`config.mk`:
```
export PLATFORM = sky130hd
export DESIGN_NAME = cdc_2ch_arbiter
export DESIGN_NICKNAME = d
export VERILOG_FILES = /design/src/rtl/cdc_2ch_arbiter.sv
export SDC_FILE = /design/constraint.sdc
export NUM_CORES = 1
export LEC_CHECK = 0
export ABC_CLOCK_PERIOD_IN_PS = 7200
export CORE_MARGIN = 1
export CORE_UTILIZATION = 51
export CTS_BUF_LIST = sky130_fd_sc_hd__clkbuf_16
export DETAILED_ROUTE_END_ITERATION = 12
export PLACE_DENSITY = 0.86
export SYNTH_ARGS = -nofsm -noshare
export SYNTH_HDL_FRONTEND = slang
export SYNTH_SLANG_ARGS = --single-unit
```
`constraint.sdc`:
```
create_clock -name clk_i -period 7.2 [get_ports clk_i]
set_clock_uncertainty 0.2 [all_clocks]
set_input_delay 0.72 -clock clk_i [delete_from_list [all_inputs] [get_ports clk_i]]
set_output_delay 0.72 -clock clk_i [all_outputs]
set_load 0.005 [all_outputs]
```
`src/rtl/cdc_2ch_arbiter.sv`:
```
// ---------------------------------------------------------------------------
// cdc_2ch_arbiter
//
// Shares one byte-processing resource between the two CDC channels of a
// 2-channel loopback design. OUT bytes from both channels are arbitrated
// round-robin with bounded bursts, tagged with their channel ID and
// forwarded through a one-deep output register. Returned bytes are steered
// back to the IN stream of the channel named by their tag. Per-channel
// credit counters cap how many bytes each channel may have inside the shared
// resource, so a stalled IN channel cannot starve its neighbour.
//
// Ports
//   clk_i, rst_i                  clock, asynchronous active-high reset
//   chN_out_data/valid_i, ready_o OUT byte stream from usb_cdc, channel N
//   shr_data/ch/valid_o, ready_i  tagged byte towards the shared resource
//   shr_data/ch/valid_i, ready_o  tagged byte returned by the shared resource
//   chN_in_data/valid_o, ready_i  IN byte stream to usb_cdc, channel N
//   err_o                         sticky: byte returned with zero outstanding
// ---------------------------------------------------------------------------
module cdc_2ch_arbiter #(
    parameter int MAX_BURST       = 8,
    parameter int MAX_OUTSTANDING = 16
) (
    input  logic       clk_i,
    input  logic       rst_i,
    input  logic [7:0] ch0_out_data_i,
    input  logic       ch0_out_valid_i,
    output logic       ch0_out_ready_o,
    input  logic [7:0] ch1_out_data_i,
    input  logic       ch1_out_valid_i,
    output logic       ch1_out_ready_o,
    output logic [7:0] shr_data_o,
    output logic       shr_ch_o,
    output logic       shr_valid_o,
    input  logic       shr_ready_i,
    input  logic [7:0] shr_data_i,
    input  logic       shr_ch_i,
    input  logic       shr_valid_i,
    output logic       shr_ready_o,
    output logic [7:0] ch0_in_data_o,
    output logic       ch0_in_valid_o,
    input  logic       ch0_in_ready_i,
    output logic [7:0] ch1_in_data_o,
    output logic       ch1_in_valid_o,
    input  logic       ch1_in_ready_i,
    output logic       err_o
);

    typedef enum logic [1:0] {
        ST_IDLE,
        ST_GRANT0,
        ST_GRANT1
    } state_t;

    localparam int            BW        = $clog2(MAX_BURST + 1);
    localparam logic [BW-1:0] BURST_MAX = BW'(MAX_BURST);
    localparam logic [7:0]    CREDITS   = 8'(MAX_OUTSTANDING);

    // Outstanding counter update: simultaneous issue and return cancel out,
    // and a return with nothing outstanding leaves the counter at zero.
    function automatic logic [7:0] f_cnt_next(input logic [7:0] cnt,
                                              input logic       inc,
                                              input logic       dec);
        logic [7:0] v;
        v = cnt;
        if (inc && !dec)
            v = cnt + 8'd1;
        else if (dec && !inc && cnt != 8'd0)
            v = cnt - 8'd1;
        return v;
    endfunction

    state_t        r_state;
    state_t        w_state_nxt;
    logic          r_last_grant;
    logic          w_last_grant_nxt;
    logic [BW-1:0] r_burst_cnt;
    logic [BW-1:0] w_burst_cnt_nxt;
    logic [7:0]    r_out0;
    logic [7:0]    r_out1;
    logic          r_err;
    logic [7:0]    r_shr_data;
    logic          r_shr_ch;
    logic          r_shr_valid;

    logic          w_load_en;
    logic          w_credit0;
    logic          w_credit1;
    logic          w_elig0;
    logic          w_elig1;
    logic          w_fwd0;
    logic          w_fwd1;
    logic          w_fwd_any;
    logic          w_ret0;
    logic          w_ret1;
    logic          w_cur;
    logic          w_own_elig;
    logic          w_oth_elig;
    logic [BW-1:0] w_burst_inc;
    logic          w_burst_full;

    // -----------------------------------------------------------------------
    // Forward side: request qualification and handshakes
    // -----------------------------------------------------------------------
    assign w_load_en = !r_shr_valid || shr_ready_i;
    assign w_credit0 = r_out0 < CREDITS;
    assign w_credit1 = r_out1 < CREDITS;
    assign w_elig0   = ch0_out_valid_i && w_credit0;
    assign w_elig1   = ch1_out_valid_i && w_credit1;

    assign ch0_out_ready_o = w_load_en && (r_state == ST_GRANT0) && w_credit0;
    assign ch1_out_ready_o = w_load_en && (r_state == ST_GRANT1) && w_credit1;

    assign w_fwd0    = ch0_out_valid_i && ch0_out_ready_o;
    assign w_fwd1    = ch1_out_valid_i && ch1_out_ready_o;
    assign w_fwd_any = w_fwd0 || w_fwd1;

    // Grant-relative view so both GRANT states share one set of rules.
    assign w_cur      = (r_state == ST_GRANT1);
    assign w_own_elig = w_cur ? w_elig1 : w_elig0;
    assign w_oth_elig = w_cur ? w_elig0 : w_elig1;

    // Burst limit counts the handshake happening in this very cycle.
    assign w_burst_inc  = r_burst_cnt + BW'(w_fwd_any);
    assign w_burst_full = w_fwd_any && (w_burst_inc == BURST_MAX);

    // -----------------------------------------------------------------------
    // Return side: pure steering, a stalled IN channel blocks the path
    // -----------------------------------------------------------------------
    assign ch0_in_data_o  = shr_data_i;
    assign ch1_in_data_o  = shr_data_i;
    assign ch0_in_valid_o = shr_valid_i && !shr_ch_i;
    assign ch1_in_valid_o = shr_valid_i && shr_ch_i;
    assign shr_ready_o    = shr_ch_i ? ch1_in_ready_i : ch0_in_ready_i;

    assign w_ret0 = ch0_in_valid_o && ch0_in_ready_i;
    assign w_ret1 = ch1_in_valid_o && ch1_in_ready_i;

    // -----------------------------------------------------------------------
    // Arbiter next-state logic
    // -----------------------------------------------------------------------
    always_comb begin
        // NOTE: every signal written here gets a default first, so no path
        // can leave it unassigned and infer a latch.
        w_state_nxt      = r_state;
        w_last_grant_nxt = r_last_grant;
        w_burst_cnt_nxt  = r_burst_cnt;

        unique case (r_state)
            ST_IDLE: begin
                w_burst_cnt_nxt = '0;
                if (w_elig0 && w_elig1)
                    w_state_nxt = r_last_grant ? ST_GRANT0 : ST_GRANT1;
                else if (w_elig0)
                    w_state_nxt = ST_GRANT0;
                else if (w_elig1)
                    w_state_nxt = ST_GRANT1;
            end

            ST_GRANT0, ST_GRANT1: begin
                if (!w_own_elig || (w_burst_full && w_oth_elig)) begin
                    if (w_oth_elig)
                        w_state_nxt = w_cur ? ST_GRANT0 : ST_GRANT1;
                    else
                        w_state_nxt = ST_IDLE;
                    w_last_grant_nxt = w_cur;
                    w_burst_cnt_nxt  = '0;
                end else if (w_burst_full) begin
                    // Nobody else wants the resource: keep the grant and
                    // start a fresh burst.
                    w_burst_cnt_nxt = '0;
                end else begin
                    w_burst_cnt_nxt = w_burst_inc;
                end
            end

            default: begin
                w_state_nxt     = ST_IDLE;
                w_burst_cnt_nxt = '0;
            end
        endcase
    end

    // -----------------------------------------------------------------------
    // State, output register, credit counters, error flag
    // -----------------------------------------------------------------------
    always_ff @(posedge clk_i or posedge rst_i) begin
        if (rst_i) begin
            r_state      <= ST_IDLE;
            r_last_grant <= 1'b1;
            r_burst_cnt  <= '0;
            r_out0       <= 8'd0;
            r_out1       <= 8'd0;
            r_err        <= 1'b0;
            r_shr_data   <= 8'd0;
            r_shr_ch     <= 1'b0;
            r_shr_valid  <= 1'b0;
        end else begin
            // NOTE: non-blocking assignments so every register samples the
            // pre-edge values of the others, regardless of statement order.
            r_state      <= w_state_nxt;
            r_last_grant <= w_last_grant_nxt;
            r_burst_cnt  <= w_burst_cnt_nxt;

            if (w_load_en) begin
                if (w_fwd0) begin
                    r_shr_data  <= ch0_out_data_i;
                    r_shr_ch    <= 1'b0;
                    r_shr_valid <= 1'b1;
                end else if (w_fwd1) begin
                    r_shr_data  <= ch1_out_data_i;
                    r_shr_ch    <= 1'b1;
                    r_shr_valid <= 1'b1;
                end else begin
                    r_shr_valid <= 1'b0;
                end
            end

            r_out0 <= f_cnt_next(r_out0, w_fwd0, w_ret0);
            r_out1 <= f_cnt_next(r_out1, w_fwd1, w_ret1);

            if ((w_ret0 && r_out0 == 8'd0) || (w_ret1 && r_out1 == 8'd0))
                r_err <= 1'b1;
        end
    end

    assign shr_data_o  = r_shr_data;
    assign shr_ch_o    = r_shr_ch;
    assign shr_valid_o = r_shr_valid;
    assign err_o       = r_err;

endmodule

```
# Yosys cells after proc, flatten, opt, wreduce, memory -nomap -nowiden
# Index checks and enable logic that the tools add are counted.
word_totals:
  regBits: 34
  input_bits: 33
  output_inout_bits: 32
classes:
  add_sub_neg: 5
  n_lt_le_gt_ge: 2
  n_eq_ne: 5
  n_mux: 24
  n_reduce_logical: 46
ops:
  columns: ["op", "count"]
  rows:
  - ["8-bit two-way mux", 6]
  - ["1-bit logical AND", 23]
  - ["8-bit by 1-bit adder with 8-bit output, second input constant", 2]
  - ["8-bit logical NOT", 2]
  - ["8-bit by 5-bit less-than comparator with 1-bit output, second input constant", 2]
  - ["8-bit nonzero test", 2]
  - ["8-bit by 1-bit subtractor with 8-bit output, second input constant", 2]
  - ["2-bit two-way mux", 7]
  - ["4-bit two-way mux", 3]
  - ["1-bit logical NOT", 7]
  - ["1-bit two-way mux", 7]
  - ["2-bit AND reduction", 3]
  - ["2-bit nonzero test", 3]
  - ["4-bit by 1-bit adder with 4-bit output", 1]
  - ["4-bit equality test, second input constant", 1]
  - ["1-bit logical OR", 4]
  - ["4-bit != test, second input constant", 1]
  - ["2-bit one-hot mux with 2 select lines", 1]
  - ["2-bit by 1-bit equality test with 1-bit output, second input constant", 1]
  - ["2-bit equality test, second input constant", 1]
  - ["2-bit logical NOT", 1]
  - ["2-bit != test, second input constant", 1]
  - ["2-bit OR reduction", 1]

# Depth between registers and ports, before layout
logic_depth:
  depth_word: 13
  depth_mapped: 13
  depth_no_buf: 12

# Least setup slack after synthesis
# OpenSTA, ideal clock, no wires.
synth_path:
  path_type: "flip-flop to flip-flop"
  start: "register r_out1[4]"
  end: "register r_state[1]"
  arrival_ns: 2.989
  required_ns: 6.872
  setup_slack_ns: 3.883
  path_stages_with_launch: 14
  n_path_buf: 1
  period_less_slack_ns: 3.317
  path_cell_list: "dfrtp_1 > nor4_4 > and2_2 > nand2_1 > a21boi_4 > buf_4 > ha_1 > ha_1 > nor2_1 > o2111ai_1 > nor2_1 > o21ai_1 > a221oi_2 > mux2_1"
synth_between:
  elab_chain_len: 11
  elab_cells_between_ends: 21
  classes_between: "add/sub: 1; order compare: 1; eq/ne: 3; mux: 6; reduce/logical: 10"
synth_rtl:
  columns: ["item", "line", "rtl"]
  rows:
  - ["start, declared", "80", "logic [7:0] r_out1;"]
  - ["start signal, assigned", "220", "r_out1 <= f_cnt_next(r_out1, w_fwd1, w_ret1);"]
  - ["8-bit by 5-bit less-than comparator with 1-bit output *", "107", "assign w_credit1 = r_out1 < CREDITS;"]
  - ["1-bit logical AND *", "112", "assign ch1_out_ready_o = w_load_en && (r_state == ST_GRANT1) && w_credit1;"]
  - ["1-bit logical AND *", "115", "assign w_fwd1 = ch1_out_valid_i && ch1_out_ready_o;"]
  - ["1-bit logical OR *", "116", "assign w_fwd_any = w_fwd0 || w_fwd1;"]
  - ["net w_fwd_any", "93", "logic w_fwd_any;"]
  - ["4-bit by 1-bit adder with 4-bit output", "124", "assign w_burst_inc = r_burst_cnt + BW'(w_fwd_any);"]
  - ["4-bit equality test", "125", "assign w_burst_full = w_fwd_any && (w_burst_inc == BURST_MAX);"]
  - ["1-bit logical AND *", "125", null]
  - ["1-bit logical AND *", "161", "if (!w_own_elig || (w_burst_full && w_oth_elig)) begin"]
  - ["1-bit logical OR *", "161", null]
  - ["2-bit != test (no line) *", null, null]
  - ["2-bit AND reduction (no line) *", null, null]
  - ["end signal, assigned", "201", "r_state <= w_state_nxt;"]
  - ["end, declared", "73", "state_t r_state;"]
# The timed path passes the listed nets; every way through them passes the cells marked *. The select of a mux whose other input is x is not followed.
# A chain may end at the register's enable or synchronous reset.

# Worst setup path in the final report
layout_path:
  start: "input shr_ready_i"
  end: "register r_out0[6]"
layout_between:
  elab_chain_len: 8
  elab_cells_between_ends: 10
  classes_between: "mux: 1; reduce/logical: 9"
layout_rtl:
  columns: ["item", "line", "rtl"]
  rows:
  - ["start, declared", "35", "input logic shr_ready_i,"]
  - ["1-bit logical OR *", "105", "assign w_load_en = !r_shr_valid || shr_ready_i;"]
  - ["1-bit logical AND * (2 in a row)", "111", "assign ch0_out_ready_o = w_load_en && (r_state == ST_GRANT0) && w_credit0;"]
  - ["1-bit logical AND *", "114", "assign w_fwd0 = ch0_out_valid_i && ch0_out_ready_o;"]
  - ["1-bit logical NOT", "68", "else if (dec && !inc && cnt != 8'd0)"]
  - ["1-bit logical AND (2 in a row)", "68", null]
  - ["2-bit nonzero test (no line)", null, null]
  - ["end signal, assigned", "219", "r_out0 <= f_cnt_next(r_out0, w_fwd0, w_ret0);"]
  - ["end, declared", "79", "logic [7:0] r_out0;"]
# Every way passes the cells marked *; elsewhere a longest branch is shown, timed or not.

==> impl_metrics.csv <==
group,metric,value,unit
synthesis,yosysTopAreaCellShare,35.81,%
final_layout,antenna_cells,0,
floorplanning,die_w,69.24,um
synthesis,synth-xor-area-share,6.077,%
synthesis,synth_compound_area_share,14.22,%
sta,finalSetupViolCount,0,
sta,fin_crit_sh,56.03,%
synthesis,async_flop_share,100.0,%
final_layout,area_growth,21.22,%
global_routing,overflow,0,
route,post_drt_wl_per_cell,14.56,um
clocking,post_cts_resized,0,
route,avgViaCountPerCell,5.497,
synthesis,synth-simple-area-share,17.04,%
sta,slew_headroom,53.03,%
setup_path,cpMostUsedCell,"a21oi_1",
final_layout,drive_gt1_share,8.271,%
clocking,insertion_delay,280,ps
placement,place_hpwl,3517,um
synthesis,syn_area,2306,um^2
floorplanning,rows,24,
clocking,ctsHoldBuffers,0,
sta,hold_viol,0,
global_routing,grt_pass1_wl,7879,um
floorplanning,ios,65,
synthesis,synthTopCellsByCount,"dfrtp_1, nor2_1, nand2_1, a21oi_1, ha_1",
final_layout,nFillCells,313,
route,drt-pass1-iter-count,4,
final_layout,final_area,2795,um^2
global_routing,grt_pass1_vias,1745,
setup_path,worstPathArrival,3960,ps
synthesis,synth_area_leaders,"dfrtp_1, ha_1, buf_4",
setup_path,end_kind,"flop",
floorplanning,start_util,52.96,%
synthesis,ys_seq_elements,34,
synthesis,synth_mux_area_share,6.728,%
clocking,numCtsBuffers,5,
setup_path,critical_path.max_fanout,11,
final_layout,final_nets,319,
power_and_ir_drop,vdd_drop_max,206.0,uV
synthesis,yosysMostFrequentCell,"dfrtp_1",
worst_hold_path,worstHoldPathType,"reg2reg",
synthesis,synth_edf_count,0,
synthesis,syn_inst,238,
clocking,cts_setup_buffers,0,
global_routing,grt_start_max_net_pins,35,
synthesis,synth_top_family_by_area,"simple AND/OR/NAND/NOR gates",
sta,max_freq,247.9,MHz
route,drtIter0Drc,61,
setup_path,cp_cell_sequence,"clkdlybuf4s50_1 > nand2b_1 > nand4_1 > nor2_1 > inv_1 > fa_1 > a21o_1 > a21oi_1 > o21bai_1 > a21oi_1 > xor2_1 > o21ai_0",
sta,setup_slack,3166,ps
placement,placed_cell_area,2636,um^2
sta,layout_min_cycle_time,4034,ps
clocking,cts_tree,"built",
final_layout,fin_cells,318,
clocking,h-tree-depth,2,
synthesis,yosys_warnings,0,
setup_path,start_kind,"primary input",
synthesis,synth_cell_types,43,
sta,worst_pin_slew,702.0,ps
clocking,clkSlewWorstSetupHoldPaths,50,ps
route,dr_total_vias,1748,
sta,rsz0062_at_grt,"false",
synthesis,synth_top_flop_cell,"dfrtp_1",
power_and_ir_drop,p_leak,1.278,nW
sta,slew_viol_final,0,
placement,dp_slack,2901,ps
run_status,status,"complete, no violations",
floorplanning,die_area,4794,um^2
synthesis,synth_fp_nets,291,
global_routing,antenna_found_initial,0,
setup_path,cp_slowest_cell,"nand4_1",
clocking,cts_root_buf,"clkbuf_16",
synthesis,yosysSeqAreaShare,36.95,%
setup_path,crit_required,7130,ps
route,ant_nets,0,
placement,dp.cells,311,
job,maxCapViolCount,0,
clocking,clockBufferDepth,2,
floorplanning,fp.dieH,69.24,um
clocking,cts.sinks,34,
global_routing,track_usage,20.67,%
power_and_ir_drop,power.density,424.9,nW/um^2
power_and_ir_drop,power,0.001188,W
synthesis,synth_fa_ha_area_share,11.50,%
setup_path,cpPeakStageDelay,570,ps
placement,io_buffer_count,40,
route,drc,0,
floorplanning,core_area,4354,um^2
synthesis,syn_avg_cell_area,9.689,um^2
route,routed_wl,4631,um
setup_path,critical_path_class,"in2reg",
placement,place_congestion,0.8515,
sta,finalSetupTns,0,ps
synthesis,synth_top_cell_by_area,"dfrtp_1",
==> cell usage in the layout (no fill, tap or decap), drive strengths merged, types with 8 or more instances in the layout <==
cell type / count
mux2i: 11
ha: 18
inv: 8
and3: 8
clkdlybuf4s50: 40
nor2: 23
a21oi: 19
nand2: 21
dfrtp: 33
o21ai: 15
xnor2: 9
==> per-layer routing <==
metal,up-vias,wire length [um],track usage (%)
met5,-,0,0
met4,0,64,8.163
met3,7,182,5.669
met2,24,2362,35.71
met1,840,2021,24.24
li1,877,-,-
==> flip-flops by register name, summed over array words and instances, names as in the netlist <==
| register | cells |
|---|---|
| r_burst_cnt | 4 |
| r_out1 | 8 |
| err_o | 1 |
| shr_data_o | 8 |
| shr_ch_o | 1 |
| shr_valid_o | 1 |
| r_last_grant | 1 |
| r_out0 | 8 |
| r_state | 2 |
==> report_power, final <==
| group | internal [W] | switching (W) |
|---|---|---|
| registers | 0.000277 | 0.0000798 |
| clock network | 0.000160 | 0.0000747 |
| logic | 0.000302 | 0.000295 |
| total | 0.000738 | 0.000450 |
==> metrics by stage <==
step                      util, %  hold WS (ps)
final                       64.20         292.2
after global routing        64.20         310.0
after CTS                   64.20         288.7
after detailed placement    60.55         279.8
after global placement      60.55         271.1
after floorplan                 -         255.7
==> cell type report <==
class / count / area [um^2] / share of cell area [%]
tap: 52 / 65.06 / 2.328
clock inverter: 2 / 33.78 / 1.209
sequential: 34 / 852.1 / 30.48
timing repair buffer: 41 / 407.9 / 14.59
clock buffer: 5 / 125.1 / 4.476
inverter: 8 / 30.03 / 1.074
multi-input combinational: 176 / 1281 / 45.84
==> cell families after synthesis <==
| kind of cell | count (synthesis) |
|---|---|
| buffers and inverters | 28 |
| adder cells (fa/ha/maj) | 20 |
| flip-flops | 34 |
| multiplexers | 15 |
| XOR/XNOR | 16 |
| AO/OA/AOI/OAI | 51 |
| AND/OR/NAND/NOR | 74 |
==> worst max-delay path: cells and delay by family <==
family | cells | cell delay [ps]
simple gates | 3 | 1190
xor+xnor | 1 | 150
compound gates | 5 | 760
buf+inv | 2 | 670
fa+ha+maj | 1 | 450
==> path summary, 6_finish.rpt <==
| kind | from | end | slack (ps) | cells after the start |
|---|---|---|---|---|
| max in group asynchronous | rst_i | r_last_grant$_DFFE_PP1P_ | 5810 | 3 |
| hold reg to reg | err_o$_DFFE_PP0P_ | err_o$_DFFE_PP0P_ | 290 | 2 |
| setup reg to reg | r_out0[4]$_DFFE_PP0P_ | r_out0[6]$_DFFE_PP0P_ | 3360 | 11 |
| min in group asynchronous | rst_i | shr_data_o[0]$_DFFE_PP0P_ | 640 | 3 |
| setup / recovery | shr_ready_i | r_out0[6]$_DFFE_PP0P_ | 3170 | 12 |
| hold / removal | err_o$_DFFE_PP0P_ | err_o$_DFFE_PP0P_ | 290 | 2 |
Power figures use the tool's default switching activity.
